## src/rtl/reqrsp_mux_rr.sv

```systemverilog
`default_nettype none
// =============================================================================
// Module   : reqrsp_mux_rr
// Brief    : Round-robin N:1 reqrsp multiplexer with in-order response routing.
//            Optional stall counter enabled by REQRSP_MUX_STALL_CNT_EN.
// Revision : 1.0 - initial release
// =============================================================================
module reqrsp_mux_rr #(
    parameter int unsigned NrPorts        = 4,
    parameter int unsigned AddrWidth      = 32,
    parameter int unsigned DataWidth      = 32,
    parameter int unsigned MaxOutstanding = 4,
    localparam int unsigned StrbWidth     = DataWidth / 8,
    localparam int unsigned IdxWidth      = $clog2(NrPorts)
) (
    input  logic                                clk_i,
    input  logic                                rst_i,
    input  logic [NrPorts-1:0][AddrWidth-1:0]   slv_q_addr_i,
    input  logic [NrPorts-1:0]                  slv_q_write_i,
    input  logic [NrPorts-1:0][3:0]             slv_q_amo_i,
    input  logic [NrPorts-1:0][DataWidth-1:0]   slv_q_data_i,
    input  logic [NrPorts-1:0][StrbWidth-1:0]   slv_q_strb_i,
    input  logic [NrPorts-1:0][1:0]             slv_q_size_i,
    input  logic [NrPorts-1:0]                  slv_q_valid_i,
    output logic [NrPorts-1:0]                  slv_q_ready_o,
    output logic [NrPorts-1:0][DataWidth-1:0]   slv_p_data_o,
    output logic [NrPorts-1:0]                  slv_p_error_o,
    output logic [NrPorts-1:0]                  slv_p_valid_o,
    input  logic [NrPorts-1:0]                  slv_p_ready_i,
    output logic [AddrWidth-1:0]                mst_q_addr_o,
    output logic                                mst_q_write_o,
    output logic [3:0]                          mst_q_amo_o,
    output logic [DataWidth-1:0]                mst_q_data_o,
    output logic [StrbWidth-1:0]                mst_q_strb_o,
    output logic [1:0]                          mst_q_size_o,
    output logic                                mst_q_valid_o,
    input  logic                                mst_q_ready_i,
    input  logic [DataWidth-1:0]                mst_p_data_i,
    input  logic                                mst_p_error_i,
    input  logic                                mst_p_valid_i,
    output logic                                mst_p_ready_o,
    output logic [31:0]                         stall_cnt_o
);

    localparam int unsigned c_PTR_WIDTH = (MaxOutstanding > 1) ? $clog2(MaxOutstanding) : 1;
    localparam int unsigned c_CNT_WIDTH = $clog2(MaxOutstanding + 1);
    localparam logic [c_CNT_WIDTH-1:0] c_MAX_CNT  = c_CNT_WIDTH'(MaxOutstanding);
    localparam logic [c_PTR_WIDTH-1:0] c_LAST_PTR = c_PTR_WIDTH'(MaxOutstanding - 1);
    localparam logic [IdxWidth-1:0]    c_LAST_IDX = IdxWidth'(NrPorts - 1);

    logic [IdxWidth-1:0]                      rr_ptr_q, rr_ptr_d;
    logic                                     lock_q, lock_d;
    logic [IdxWidth-1:0]                      lock_idx_q, lock_idx_d;
    logic [MaxOutstanding-1:0][IdxWidth-1:0]  fifo_mem_q;
    logic [c_PTR_WIDTH-1:0]                   wr_ptr_q, wr_ptr_d;
    logic [c_PTR_WIDTH-1:0]                   rd_ptr_q, rd_ptr_d;
    logic [c_CNT_WIDTH-1:0]                   cnt_q, cnt_d;

    logic                w_fifo_full;
    logic                w_fifo_empty;
    logic                w_push;
    logic                w_pop;
    logic [IdxWidth-1:0] w_cand;
    logic [IdxWidth-1:0] w_arb_idx;
    logic                w_arb_found;
    logic [IdxWidth-1:0] w_gnt_idx;
    logic                w_gnt_any;
    logic [IdxWidth-1:0] w_head;

    assign w_fifo_full  = (cnt_q == c_MAX_CNT);
    assign w_fifo_empty = (cnt_q == '0);

    // Round-robin search starting at the pointer; first valid requester wins.
    always_comb begin
        w_cand      = rr_ptr_q;
        w_arb_idx   = rr_ptr_q;
        w_arb_found = 1'b0;
        for (int unsigned i = 0; i < NrPorts; i++) begin
            w_cand = IdxWidth'((32'(rr_ptr_q) + i) % NrPorts);
            if (!w_arb_found && slv_q_valid_i[w_cand]) begin
                w_arb_found = 1'b1;
                w_arb_idx   = w_cand;
            end
        end
    end

    assign w_gnt_idx = lock_q ? lock_idx_q : w_arb_idx;
    assign w_gnt_any = lock_q | w_arb_found;

    assign mst_q_addr_o  = slv_q_addr_i[w_gnt_idx];
    assign mst_q_write_o = slv_q_write_i[w_gnt_idx];
    assign mst_q_amo_o   = slv_q_amo_i[w_gnt_idx];
    assign mst_q_data_o  = slv_q_data_i[w_gnt_idx];
    assign mst_q_strb_o  = slv_q_strb_i[w_gnt_idx];
    assign mst_q_size_o  = slv_q_size_i[w_gnt_idx];
    assign mst_q_valid_o = !rst_i && w_gnt_any && slv_q_valid_i[w_gnt_idx] && !w_fifo_full;

    always_comb begin
        slv_q_ready_o = '0;
        if (!rst_i && mst_q_ready_i && !w_fifo_full) begin
            slv_q_ready_o[w_gnt_idx] = 1'b1;
        end
    end

    assign w_push = mst_q_valid_o && mst_q_ready_i;

    // Responses return in issue order, so the FIFO head names the issuer.
    assign w_head        = fifo_mem_q[rd_ptr_q];
    assign mst_p_ready_o = !rst_i && !w_fifo_empty && slv_p_ready_i[w_head];
    assign w_pop         = mst_p_valid_i && mst_p_ready_o;

    always_comb begin
        slv_p_valid_o = '0;
        if (!rst_i && mst_p_valid_i && !w_fifo_empty) begin
            slv_p_valid_o[w_head] = 1'b1;
        end
    end

    assign slv_p_data_o  = {NrPorts{mst_p_data_i}};
    assign slv_p_error_o = {NrPorts{mst_p_error_i}};

    always_comb begin
        rr_ptr_d   = rr_ptr_q;
        lock_d     = lock_q;
        lock_idx_d = lock_idx_q;
        if (w_push) begin
            lock_d   = 1'b0;
            rr_ptr_d = (w_gnt_idx == c_LAST_IDX) ? '0 : w_gnt_idx + IdxWidth'(1);
        end else if (mst_q_valid_o) begin
            lock_d     = 1'b1;
            lock_idx_d = w_gnt_idx;
        end
    end

    always_comb begin
        wr_ptr_d = wr_ptr_q;
        rd_ptr_d = rd_ptr_q;
        cnt_d    = cnt_q;
        if (w_push) begin
            wr_ptr_d = (wr_ptr_q == c_LAST_PTR) ? '0 : wr_ptr_q + c_PTR_WIDTH'(1);
        end
        if (w_pop) begin
            rd_ptr_d = (rd_ptr_q == c_LAST_PTR) ? '0 : rd_ptr_q + c_PTR_WIDTH'(1);
        end
        case ({w_push, w_pop})
            2'b10:   cnt_d = cnt_q + c_CNT_WIDTH'(1);
            2'b01:   cnt_d = cnt_q - c_CNT_WIDTH'(1);
            default: cnt_d = cnt_q;
        endcase
    end

    always_ff @(posedge clk_i) begin
        if (rst_i) begin
            rr_ptr_q   <= '0;
            lock_q     <= 1'b0;
            lock_idx_q <= '0;
            wr_ptr_q   <= '0;
            rd_ptr_q   <= '0;
            cnt_q      <= '0;
        end else begin
            rr_ptr_q   <= rr_ptr_d;
            lock_q     <= lock_d;
            lock_idx_q <= lock_idx_d;
            wr_ptr_q   <= wr_ptr_d;
            rd_ptr_q   <= rd_ptr_d;
            cnt_q      <= cnt_d;
        end
    end

    // Storage needs no reset: entries are only read while the count covers them.
    always_ff @(posedge clk_i) begin
        if (w_push) begin
            fifo_mem_q[wr_ptr_q] <= w_gnt_idx;
        end
    end

`ifdef REQRSP_MUX_STALL_CNT_EN
    logic [31:0] stall_cnt_q;

    always_ff @(posedge clk_i) begin
        if (rst_i) begin
            stall_cnt_q <= '0;
        end else if (|slv_q_valid_i && w_fifo_full && (stall_cnt_q != '1)) begin
            stall_cnt_q <= stall_cnt_q + 32'd1;
        end
    end

    assign stall_cnt_o = stall_cnt_q;
`else
    assign stall_cnt_o = '0;
`endif

    a_no_rsp_when_empty: assert property (@(posedge clk_i) disable iff (rst_i)
        !(mst_p_valid_i && w_fifo_empty));

endmodule
`default_nettype wire

```

## config.mk

```make
export PLATFORM = sky130hd
export DESIGN_NAME = reqrsp_mux_rr
export DESIGN_NICKNAME = d
export VERILOG_FILES = /design/src/rtl/reqrsp_mux_rr.sv
export SDC_FILE = /design/constraint.sdc
export NUM_CORES = 1
export LEC_CHECK = 0
export ABC_AREA = 1
export BUFFER_PORTS_ARGS = -buffer_cell sky130_fd_sc_hd__buf_4
export CAP_MARGIN = 20
export CELL_PAD_IN_SITES_DETAIL_PLACEMENT = 1
export CELL_PAD_IN_SITES_GLOBAL_PLACEMENT = 1
export CORE_AREA = 2 2 232 234
export CTS_BUF_LIST = sky130_fd_sc_hd__clkbuf_2 sky130_fd_sc_hd__clkbuf_4 sky130_fd_sc_hd__clkbuf_8
export DETAILED_ROUTE_END_ITERATION = 8
export DIE_AREA = 0 0 234 236
export PLACE_DENSITY = 0.42
export SYNTH_ARGS = -nofsm -noshare
export SYNTH_HDL_FRONTEND = slang
export SYNTH_SLANG_ARGS = --single-unit
```

## constraint.sdc

```tcl
create_clock -name clk_i -period 5.39 [get_ports clk_i]
set_input_delay 1.3475 -clock clk_i [delete_from_list [all_inputs] [get_ports clk_i]]
set_output_delay 1.3475 -clock clk_i [all_outputs]
set_load 0.005 [all_outputs]
```

==> flow_summary.yaml <==
outcome:
  status: "finished clean"
place:
  dpl.hpwl_um: 22300
  dp_cells: 1747
  place_worst_setup_slack_ps: 337
  io_buffers: 396
  place.gp.congestion: 0.758
  place_area_um2: 7900
critical_path:
  cp_slowest_cell: "o211ai_1"
  cp-end-kind: "output pin"
  cp_max_fo: 28
  crit_arrival_ps: 3640
  critPathTopFamily: "simple AND/OR/NAND/NOR gates"
  cp.required_ps: 4040
  critPathKind: "primary input to output pin"
  critPathMaxStageDelay_ps: 310
  worst-path-buf-inv: 4
  crit_chain: "buf_4 > nand2_1 > nand2_1 > nand2_1 > nand2_1 > nand4_1 > nand2_1 > nand3_2 > nand2_8 > inv_6 > buf_12 > o211ai_1 > o31ai_1 > buf_4"
  crit_top_cell: "nand2_1"
  cp-start-kind: "primary input"
synthesis:
  synth_cells: 825
  ys_ff_latch: 20
  ys_types: 31
  yosys_warnings: 0
  synth_flop_cell: "dfxtp_1"
  syn_area_um2: 5230
  ys_seq_area_frac: 0.0918
  synth-async-reset-ratio: 0
  syn_area_per_cell_um2: 6.34
  synth_edf_count: 8
layout:
  fin_cells: 1751
  fillers: 6461
  fin_nets: 1412
  area_delta_synth_final_pct: 51.9
  fin_area_um2: 7950
  ff_latch_area_um2: 480
  multi_input_area_um2: 3220
  drive_above_1_share: 0.482
  diodes: 0
  utilization: 0.150
clock_tree:
  clock_path_buffers: 2
  clkTransAtPathRegs_ps: 70
  cts_resized: 0
  cts_sinks: 20
  holdBufCountCts: 0
  htreeDepth: 1
  postCtsSetupBuffers: 0
  cts_tree: "yes"
  ctsRootBufferMaster: "clkbuf_8"
  worstSkewPairLatency_ps: 250
  cts-buffers-inserted: 3
timing:
  worstMarginPinSlew_ps: 531
  fmax_mhz: 201
  setup_slack_ps: 405
  fin_crit_sh: 0.925
  tns_ps: 0
  finalClockSkew_ps: 3.59
  final.min_clock_period_ps: 4990
  grt_setup_unrepaired: "no"
  relSlewSlack: 0.646
  setup_viol: 0
  drv_slew: 0
  hold_viol: 0
drt:
  vias_per_cell: 3.56
  wl_per_cell_um: 15.1
  drc_errors: 0
  drt_iter0_drc: 113
  dr.pass1.iters: 4
  ant_nets: 0
  num_vias: 6235
  finalWirelength_um: 26400
die:
  start_util: 0.0986
  die_y_um: 236
  dieWidth_um: 234
  core_area_um2: 53100
  rows: 85
  die_area_um2: 55200
  io_pins: 594
global_route:
  antenna_found_initial: 0
  grtUsageTotal: 0.0894
  grt_pass1_wl_um: 38600
  grt_overflow_total: 0
  grt_max_degree: 64
  grt_pass1_vias: 6574
pwr:
  ir_drop_mv: 0.416
  powerDensity_nw_per_um2: 902
  p_leak_nw: 3.66
worst_hold_path:
  holdCritPathClass: "flip-flop to flip-flop"
job:
  cap_viol_max_count: 0
==> tightest hold or removal path: cells and delay by family (launching register included) <==
kind / cells / cell delay (ps)
simple gates: 2 / 140
flops: 1 / 310
==> final cells by class <==
type / instances / area share
clock inverter: 1 / 0.000472
multi-input combinational: 582 / 0.405
clock buffer: 3 / 0.00519
inverter: 37 / 0.0181
tap: 696 / 0.110
sequential: 20 / 0.0604
timing repair buffer: 412 / 0.402
==> power breakdown <==
group | switching (mW) | internal [mW] | total [mW]
combinational | 3.75 | 3.06 | 6.80
clock | 0.0470 | 0.0506 | 0.0977
sequential | 0.0454 | 0.226 | 0.272
==> cell usage in the layout, fill, tap and decap left out, types with 7 or more instances in the layout <==
cell	Yosys	layout
nand2_2	9	8
inv_1	32	32
buf_4	167	404
edfxtp_1	8	8
o31ai_1	75	75
ha_1	10	10
or2_2	73	73
a21oi_1	7	7
nand2_1	69	68
buf_12	0	8
nor2_1	177	177
dfxtp_1	12	12
conb_1	1	32
nand4_1	12	12
nand3_1	21	21
o211ai_1	75	75
==> final timing paths <==
check	slack, ps	startpoint	endpoint	cells after the start
setup / recovery	400	slv_q_valid_i[2]	mst_q_strb_o[2]	14
hold / removal	490	lock_idx_q[1]$_SDFFE_PP0P_	lock_idx_q[1]$_SDFFE_PP0P_	2
setup reg to reg	1310	rr_ptr_q[0]$_SDFFE_PP0P_	cnt_q[1]$_SDFFE_PP0P_	22
hold reg to reg	490	lock_idx_q[1]$_SDFFE_PP0P_	lock_idx_q[1]$_SDFFE_PP0P_	2
==> Yosys cell counts, types with 2 or more instances <==
library cell	instances	area [um2]
nor2_4	2	22.5
nand2_1	69	259
buf_4	167	1250
nor2_1	177	664
edfxtp_1	8	240
dfxtp_1	12	240
o211ai_1	75	563
o21ai_0	5	25.0
buf_1	6	22.5
nand4_1	12	75.1
ha_1	10	125
clkbuf_1	23	86.3
nand3_1	21	105
buf_2	10	50.1
nor3_1	5	25.0
nand2_2	9	56.3
o31ai_1	75	563
or2_2	73	457
inv_2	5	18.8
inv_1	32	120
a21oi_1	7	35.0
or2_0	3	18.8
buf_6	11	124
==> per-layer routing <==
layer,part of all wire,up-vias,GRT usage
met3,0.10,27,0.0345
met1,0.36,2876,0.0927
li1,-,3039,-
met5,0,-,0
met4,0.013,0,0.0134
met2,0.53,293,0.170
==> flip-flops by register name (all words and copies together) (netlist names) <==
name / count
wr_ptr_q: 2
cnt_q: 3
rd_ptr_q: 2
fifo_mem_q: 8
rr_ptr_q: 2
lock_q: 1
lock_idx_q: 2
==> per-stage QoR <==
step / total power, mW / hold WS, ps
final: 7.17 / 492
after global routing: 8.01 / 515
after CTS: 7.50 / 493
after detailed placement: 7.38 / 480
after global placement: 7.37 / 489
after floorplan: 4.08 / 447
==> cells by family (layout without fill, tap and decap cells) <==
kind of cell	count (synthesis)	count (layout)	synth area share
flops	20	20	0.0918
fa+ha+maj	11	11	0.0277
simple gates	376	376	0.331
other cells	1	32	0.000717
compound gates	163	163	0.228
buf+inv	254	453	0.320
No activity file was read; power rests on OpenSTA's default activity.
